--- src/rtl/wb_merge_unit.sv ---
// Write-back merge: ch0 (in-order pipeline) plus NUM_CH-1 buffered side channels onto one regfile write port.
// Optional macro WB_LOAD_EXT_EN: extract/extend load data by funct3 and byte offset for the MEM source.
module wb_merge_unit #(
  parameter int NUM_CH     = 3,
  parameter int FIFO_DEPTH = 4,
  parameter int XLEN       = 32
) (
  input  logic                           clk,
  input  logic                           rst,
  input  logic                           reg_write_wb_i,
  input  logic [4:0]                     rd_addr_wb_i,
  input  logic [1:0]                     mem_to_reg_wb_i,
  input  logic [XLEN-1:0]                ex_result_wb_i,
  input  logic [XLEN-1:0]                mem_read_data_wb_i,
  input  logic [XLEN-1:0]                pc_plus_4_wb_i,
  input  logic [2:0]                     mem_funct3_wb_i,
  input  logic [1:0]                     mem_addr_lo_wb_i,
  input  logic [NUM_CH-2:0]              ch_valid_i,
  output logic [NUM_CH-2:0]              ch_ready_o,
  input  logic [5*(NUM_CH-1)-1:0]        ch_rd_addr_i,
  input  logic [XLEN*(NUM_CH-1)-1:0]     ch_data_i,
  output logic                           reg_write_o,
  output logic [4:0]                     rd_addr_o,
  output logic [XLEN-1:0]                write_data_o,
  output logic                           wb_idle_o
);

  localparam int NSIDE = NUM_CH - 1;
  localparam int AW    = $clog2(FIFO_DEPTH);
  localparam int SW    = (NSIDE > 1) ? $clog2(NSIDE) : 1;

  localparam logic [1:0] WB_ALU = 2'b00;
  localparam logic [1:0] WB_MEM = 2'b01;
  localparam logic [1:0] WB_PC4 = 2'b10;

  logic [XLEN-1:0] mem_data_s;
  logic [XLEN-1:0] ch0_data_s;

  logic [NSIDE-1:0] empty_s;
  logic [NSIDE-1:0] full_s;
  logic [NSIDE-1:0] push_s;
  logic [NSIDE-1:0] pop_s;
  logic [4:0]       head_rd_s   [NSIDE];
  logic [XLEN-1:0]  head_data_s [NSIDE];

  logic [SW-1:0] rr_r;
  logic [SW-1:0] rr_nx_s;
  logic [SW-1:0] side_idx_s;
  logic [SW:0]   cand_s;
  logic [SW:0]   rr_inc_s;
  logic          side_found_s;
  logic          grant_side_s;

`ifdef WB_LOAD_EXT_EN
  function automatic logic [XLEN-1:0] load_extract(input logic [XLEN-1:0] data,
                                                   input logic [2:0]      funct3,
                                                   input logic [1:0]      lo);
    logic [7:0]  b;
    logic [15:0] h;
    b = data[{lo, 3'b000} +: 8];
    h = data[{lo[1], 4'b0000} +: 16];
    case (funct3)
      3'b000:  load_extract = {{(XLEN-8){b[7]}}, b};
      3'b100:  load_extract = {{(XLEN-8){1'b0}}, b};
      3'b001:  load_extract = {{(XLEN-16){h[15]}}, h};
      3'b101:  load_extract = {{(XLEN-16){1'b0}}, h};
      default: load_extract = data;
    endcase
  endfunction

  assign mem_data_s = load_extract(mem_read_data_wb_i, mem_funct3_wb_i, mem_addr_lo_wb_i);
`else
  logic unused_s;
  assign unused_s   = ^{mem_funct3_wb_i, mem_addr_lo_wb_i};
  assign mem_data_s = mem_read_data_wb_i;
`endif

  // ch0 source select; unknown encodings fall back to the ALU result
  always_comb begin
    case (mem_to_reg_wb_i)
      WB_ALU:  ch0_data_s = ex_result_wb_i;
      WB_MEM:  ch0_data_s = mem_data_s;
      WB_PC4:  ch0_data_s = pc_plus_4_wb_i;
      default: ch0_data_s = ex_result_wb_i;
    endcase
  end

  for (genvar k = 0; k < NSIDE; k++) begin : g_fifo
    logic [4:0]      rd_mem_r   [FIFO_DEPTH];
    logic [XLEN-1:0] data_mem_r [FIFO_DEPTH];
    logic [AW:0]     wptr_r;
    logic [AW:0]     rptr_r;
    logic [AW:0]     wptr_nx_s;
    logic [AW:0]     rptr_nx_s;
    logic            full_r;

    // ready comes from the registered full flag, so a same-cycle pop never frees a slot early
    assign push_s[k]      = ch_valid_i[k] & ~full_r;
    assign wptr_nx_s      = wptr_r + {{AW{1'b0}}, push_s[k]};
    assign rptr_nx_s      = rptr_r + {{AW{1'b0}}, pop_s[k]};
    assign empty_s[k]     = (wptr_r == rptr_r);
    assign full_s[k]      = full_r;
    assign head_rd_s[k]   = rd_mem_r[rptr_r[AW-1:0]];
    assign head_data_s[k] = data_mem_r[rptr_r[AW-1:0]];

    // pointer and full-flag update
    always_ff @(posedge clk) begin
      if (rst) begin
        wptr_r <= '0;
        rptr_r <= '0;
        full_r <= 1'b0;
      end else begin
        wptr_r <= wptr_nx_s;
        rptr_r <= rptr_nx_s;
        full_r <= (wptr_nx_s[AW] != rptr_nx_s[AW]) &&
                  (wptr_nx_s[AW-1:0] == rptr_nx_s[AW-1:0]);
      end
    end

    // entry storage; contents are don't-care while the pointers say empty
    always_ff @(posedge clk) begin
      if (push_s[k]) begin
        rd_mem_r[wptr_r[AW-1:0]]   <= ch_rd_addr_i[5*k +: 5];
        data_mem_r[wptr_r[AW-1:0]] <= ch_data_i[XLEN*k +: XLEN];
      end
    end
  end

  assign ch_ready_o = ~full_s;

  // round-robin search starting at rr_r; ch0 overrides any side grant
  always_comb begin
    side_found_s = 1'b0;
    side_idx_s   = '0;
    cand_s       = '0;
    for (int i = 0; i < NSIDE; i++) begin
      cand_s = {1'b0, rr_r} + (SW+1)'(i);
      cand_s = (cand_s >= (SW+1)'(NSIDE)) ? cand_s - (SW+1)'(NSIDE) : cand_s;
      if (!side_found_s && !empty_s[cand_s[SW-1:0]]) begin
        side_found_s = 1'b1;
        side_idx_s   = cand_s[SW-1:0];
      end else begin
        side_found_s = side_found_s;
      end
    end
    grant_side_s = side_found_s & ~reg_write_wb_i;
    pop_s        = '0;
    if (grant_side_s) begin
      pop_s[side_idx_s] = 1'b1;
    end else begin
      pop_s = '0;
    end
    rr_inc_s = {1'b0, side_idx_s} + {{SW{1'b0}}, 1'b1};
    rr_nx_s  = (rr_inc_s >= (SW+1)'(NSIDE)) ? '0 : rr_inc_s[SW-1:0];
  end

  // registered write port and arbitration pointer
  always_ff @(posedge clk) begin
    if (rst) begin
      reg_write_o  <= 1'b0;
      rd_addr_o    <= 5'd0;
      write_data_o <= '0;
      rr_r         <= '0;
    end else if (reg_write_wb_i) begin
      reg_write_o  <= 1'b1;
      rd_addr_o    <= rd_addr_wb_i;
      write_data_o <= ch0_data_s;
    end else if (grant_side_s) begin
      rr_r <= rr_nx_s;
      if (head_rd_s[side_idx_s] != 5'd0) begin
        reg_write_o  <= 1'b1;
        rd_addr_o    <= head_rd_s[side_idx_s];
        write_data_o <= head_data_s[side_idx_s];
      end else begin
        reg_write_o  <= 1'b0;
      end
    end else begin
      reg_write_o <= 1'b0;
    end
  end

  assign wb_idle_o = (&empty_s) & ~reg_write_o;

endmodule

--- config.mk ---
export PLATFORM = sky130hd
export DESIGN_NAME = wb_merge_unit
export DESIGN_NICKNAME = d
export VERILOG_FILES = /design/src/rtl/wb_merge_unit.sv
export SDC_FILE = /design/constraint.sdc
export NUM_CORES = 1
export LEC_CHECK = 0
export ABC_AREA = 1
export BUFFER_PORTS_ARGS = -buffer_cell sky130_fd_sc_hd__buf_2
export CAP_MARGIN = 20
export CORE_ASPECT_RATIO = 1.5
export CORE_MARGIN = 8
export CORE_UTILIZATION = 40
export DETAILED_ROUTE_END_ITERATION = 16
export PLACE_DENSITY = 0.59
export SLEW_MARGIN = 5
export SYNTH_ARGS = -nofsm -noshare
export SYNTH_HDL_FRONTEND = slang
export SYNTH_SLANG_ARGS = --single-unit
--- constraint.sdc ---
create_clock -name clk -period 9.9 [get_ports clk]
set_clock_uncertainty 0.05 [all_clocks]
set_input_delay 1.485 -clock clk [delete_from_list [all_inputs] [get_ports clk]]
set_output_delay 1.485 -clock clk [all_outputs]
set_load 0.1 [all_outputs]
==> summary.md <==
• worst min path class: reg2reg
• Routed wire per std cell: 19.0 um
• worst supply voltage drop on vdd: 126 uV
• Resized Gates After CTS: 0
• number of instances in the placed design: 2,016
• Final Max Tran Viols: 0
• number of global-route vias before repair: 10,200
• number of port buffers: 222
• antenna-violating nets left: 0
• tightest hold margin: 0.432 ns
• hold violation total from the final report: 0
• type of destination of the critical path: output pin
• start point of the critical path: g_fifo[0].rptr_r[0]
• max-cap check violation count: 0
• layout-stage area growth over the synthesis result: 17.5%
• hold bufs inserted after CTS: 0
• Synthesis Warnings: 0
• number of H-tree levels: 2
• path depth of the worst reg2reg path: 15
• post-synth cell types: 35
• wire length of the first global-routing pass: 60,000 um
• final net count: 1,766
• Vert. Die Dim: 252 um
• worst setup path category: reg2out
• Finish-stage setup viols: 0
• FF-to-FF End: g_fifo[0].full_r
• run status: completed
• sequential fraction of the synthesis area: 67.0%
• Max Fanout on Critical Path: 79
• highest routed metal layer: met5
• pin count of the biggest net entering global routing: 80
• most used standard cell by instance count after synthesis: sky130_fd_sc_hd__edfxtp_1
• cell type contributing the most total cell area after synthesis: sky130_fd_sc_hd__edfxtp_1
• hpwl dp: 26,000 um
• Tcrit/Tclk final: 44.9%
• vias post-DR: 10,700
• count of flip-flops with a built-in enable after synthesis: 296
• Primary FF master, synth: sky130_fd_sc_hd__edfxtp_1
• Remaining DRCs: 0
• initial antenna violation count: 17
• Synth Area per Inst: 10.7 um2
• remaining global-route overflow: 0
• static leakage: 6.69 nW
• initial standard-cell utilization of the core: 40.5%
• Crit path arrival time: 2.91 ns
• worst setup slack for register-to-register paths: 5.90 ns
• startpoint type of the worst setup path: flip-flop
• Post-Synthesis Net Count: 1,580
• Met1 Routed Length: 17,000 um
• GRT Resource Usage Total: 17.5%
• floorplan row count: 86
• R2R Path Start: g_fifo[0].rptr_r[0]
• die area: 43,700 um2
• most numerous cell types in the synthesized netlist: sky130_fd_sc_hd__edfxtp_1 (296), sky130_fd_sc_hd__nand2_1 (261), sky130_fd_sc_hd__nor2_1 (199), sky130_fd_sc_hd__o21ai_0 (150), sky130_fd_sc_hd__nand3_1 (76)
• clock tree from TritonCTS: yes
• setup tns final: 0 ns
• timing-limited maximum frequency: 225 MHz
• number of storage elements in the synthesis netlist: 349
• number of standard cells in the final layout excluding fillers: 2,087
• post-synthesis instance area: 14,800 um2
• maximum count of clock buffers along a single path: 3
• layout cells sized above 1: 21.5%
• setup slack after layout: 5.45 ns
• Max-Slew Margin vs Limit: 38.5%
• total power per unit cell area: 260 nW/um2
• CTS Sinks: 349
• gpl congestion: 0.788
• routed wire length: 39,600 um
• Via-to-Cell Ratio: 5.14
• met3 WL: 2760 um
• biggest area contributors in the synthesized netlist: sky130_fd_sc_hd__edfxtp_1 (60%), sky130_fd_sc_hd__dfxtp_1 (7.1%), sky130_fd_sc_hd__nand2_1 (6.6%), sky130_fd_sc_hd__o21ai_0 (5.1%), sky130_fd_sc_hd__nor2_1 (5.0%)
• clock latency reported for the late side of the worst-skew pair: 0.52 ns
• postcts setup bufs: 0
• Worst EP required: 8.37 ns
• Detail Route met2 WL: 18,900 um
• core region area: 36,700 um2
• number of primary I/O pins: 228
• unrepaired setup endpoints after global routing: false
• cells after synthesis: 1,383
• worst setup path end: wb_idle_o
• Worst Tran Pin Value: 0.923 ns
• clock root buffer: sky130_fd_sc_hd__clkbuf_16
• horizontal die dimension: 173 um
• number of clock buffers inserted by TritonCTS: 34
• 1st-iter DRT viols: 809
• Post-synth ARST share: 0%
• drt first pass iters: 5
• worst slack, placed: 5.84 ns
• clock-pin transition on the worst setup and hold timing paths: 0.06 ns
• shortest clock period the worst path allows after layout: 4.45 ns
• area share of the largest cell type after synthesis: 59.9%
==> area by class of cell <==
cell class	instances	area, um2
antenna	10	25.0
multi-input combinational	899	4360
tap	484	606
sequential	349	9950
clock inverter	20	151
fill	3378	19200
timing repair buffer	243	1280
inverter	42	160
clock buffer	40	905
==> layer usage <==
| layer | vias up | global-route usage [%] |
|---|---|---|
| li1 | 5252 | - |
| met1 | 5112 | 21.9 |
| met2 | 299 | 28.9 |
| met3 | 60 | 4.85 |
| met4 | 14 | 5.73 |
| met5 | - | 0 |
==> cells by family after synthesis <==
kind of cell | synth area share, %
AND/OR/NAND/NOR | 14.9
flip-flops | 67.0
AO/OA/AOI/OAI | 12.6
buffers and inverters | 3.95
XOR/XNOR | 0.708
adder cells (fa/ha/maj) | 0.843
==> through the flow <==
| step | util (%) | power (mW) | cell area (um2) |
|---|---|---|---|
| after global routing | 47.5 | 4.78 | 17400 |
| after detailed placement | 44.5 | 3.35 | 16300 |
| after CTS | 47.4 | 4.59 | 17400 |
| after floorplan | - | 2.97 | 14800 |
| final | 47.5 | 4.54 | 17400 |
| after global placement | 44.5 | 3.34 | 16300 |
==> critical path: stages (launching register included) <==
cell                      delay (ns)
sky130_fd_sc_hd__dfxtp_2        0.31
sky130_fd_sc_hd__buf_4          0.33
sky130_fd_sc_hd__inv_4          0.62
sky130_fd_sc_hd__nand2_1        0.11
sky130_fd_sc_hd__nand2_1        0.11
sky130_fd_sc_hd__nand3_2        0.15
sky130_fd_sc_hd__nor3_1         0.24
sky130_fd_sc_hd__buf_2          0.47
==> where the power goes <==
group	switching (mW)	leakage, nW	internal [mW]	total, mW
Clock	0.525	0.521	0.707	1.23
Combinational	1.17	3.01	0.362	1.53
Sequential	0.0565	3.16	1.72	1.78
==> registers in the layout, indices dropped and copies added, names as in the netlist <==
signal / flops
g_fifo.data_mem_r: 256
g_fifo.full_r: 2
g_fifo.rd_mem_r: 40
g_fifo.rptr_r: 6
g_fifo.wptr_r: 6
rd_addr_o: 5
reg_write_o: 1
rr_r: 1
write_data_o: 32
==> layout by cell type (no fill, tap or decap), types with 3 or more instances in the layout <==
cell | netlist | layout
sky130_fd_sc_hd__edfxtp_1 | 296 | 296
sky130_fd_sc_hd__nand2_1 | 261 | 260
sky130_fd_sc_hd__buf_2 | 23 | 222
sky130_fd_sc_hd__nor2_1 | 199 | 199
sky130_fd_sc_hd__o21ai_0 | 150 | 150
sky130_fd_sc_hd__nand3_1 | 76 | 76
sky130_fd_sc_hd__o22ai_1 | 64 | 64
sky130_fd_sc_hd__dfxtp_1 | 53 | 51
sky130_fd_sc_hd__a21oi_1 | 43 | 43
sky130_fd_sc_hd__inv_1 | 37 | 37
sky130_fd_sc_hd__clkbuf_16 | 0 | 35
sky130_fd_sc_hd__a21oi_2 | 30 | 30
sky130_fd_sc_hd__o21ai_1 | 24 | 24
sky130_fd_sc_hd__buf_4 | 3 | 20
sky130_fd_sc_hd__clkinv_1 | 1 | 11
sky130_fd_sc_hd__diode_2 | 0 | 10
sky130_fd_sc_hd__xnor2_1 | 10 | 10
sky130_fd_sc_hd__ha_1 | 10 | 9
sky130_fd_sc_hd__nor3_2 | 0 | 8
sky130_fd_sc_hd__clkinv_2 | 0 | 5
sky130_fd_sc_hd__clkbuf_1 | 57 | 4
sky130_fd_sc_hd__nand2_4 | 2 | 3
sky130_fd_sc_hd__inv_2 | 3 | 3
sky130_fd_sc_hd__a221oi_1 | 3 | 3
sky130_fd_sc_hd__a32o_1 | 3 | 3
sky130_fd_sc_hd__o31ai_1 | 3 | 3
==> how the worst min path moves through the flow <==
stage	slack, ns	end	start	depth (start not counted)
2_1_floorplan	0.48	g_fifo[0].rptr_r[2]	g_fifo[0].rptr_r[2]	2
3_3_place_gp	0.41	write_data_o[0]	write_data_o[0]	2
3_5_place_dp	0.42	write_data_o[31]	write_data_o[31]	2
4_1_cts	0.44	write_data_o[6]	write_data_o[6]	2
5_1_grt	0.45	write_data_o[4]	write_data_o[4]	2
6_report	0.43	write_data_o[22]	write_data_o[22]	2
(Power assumes the default switching activity.)
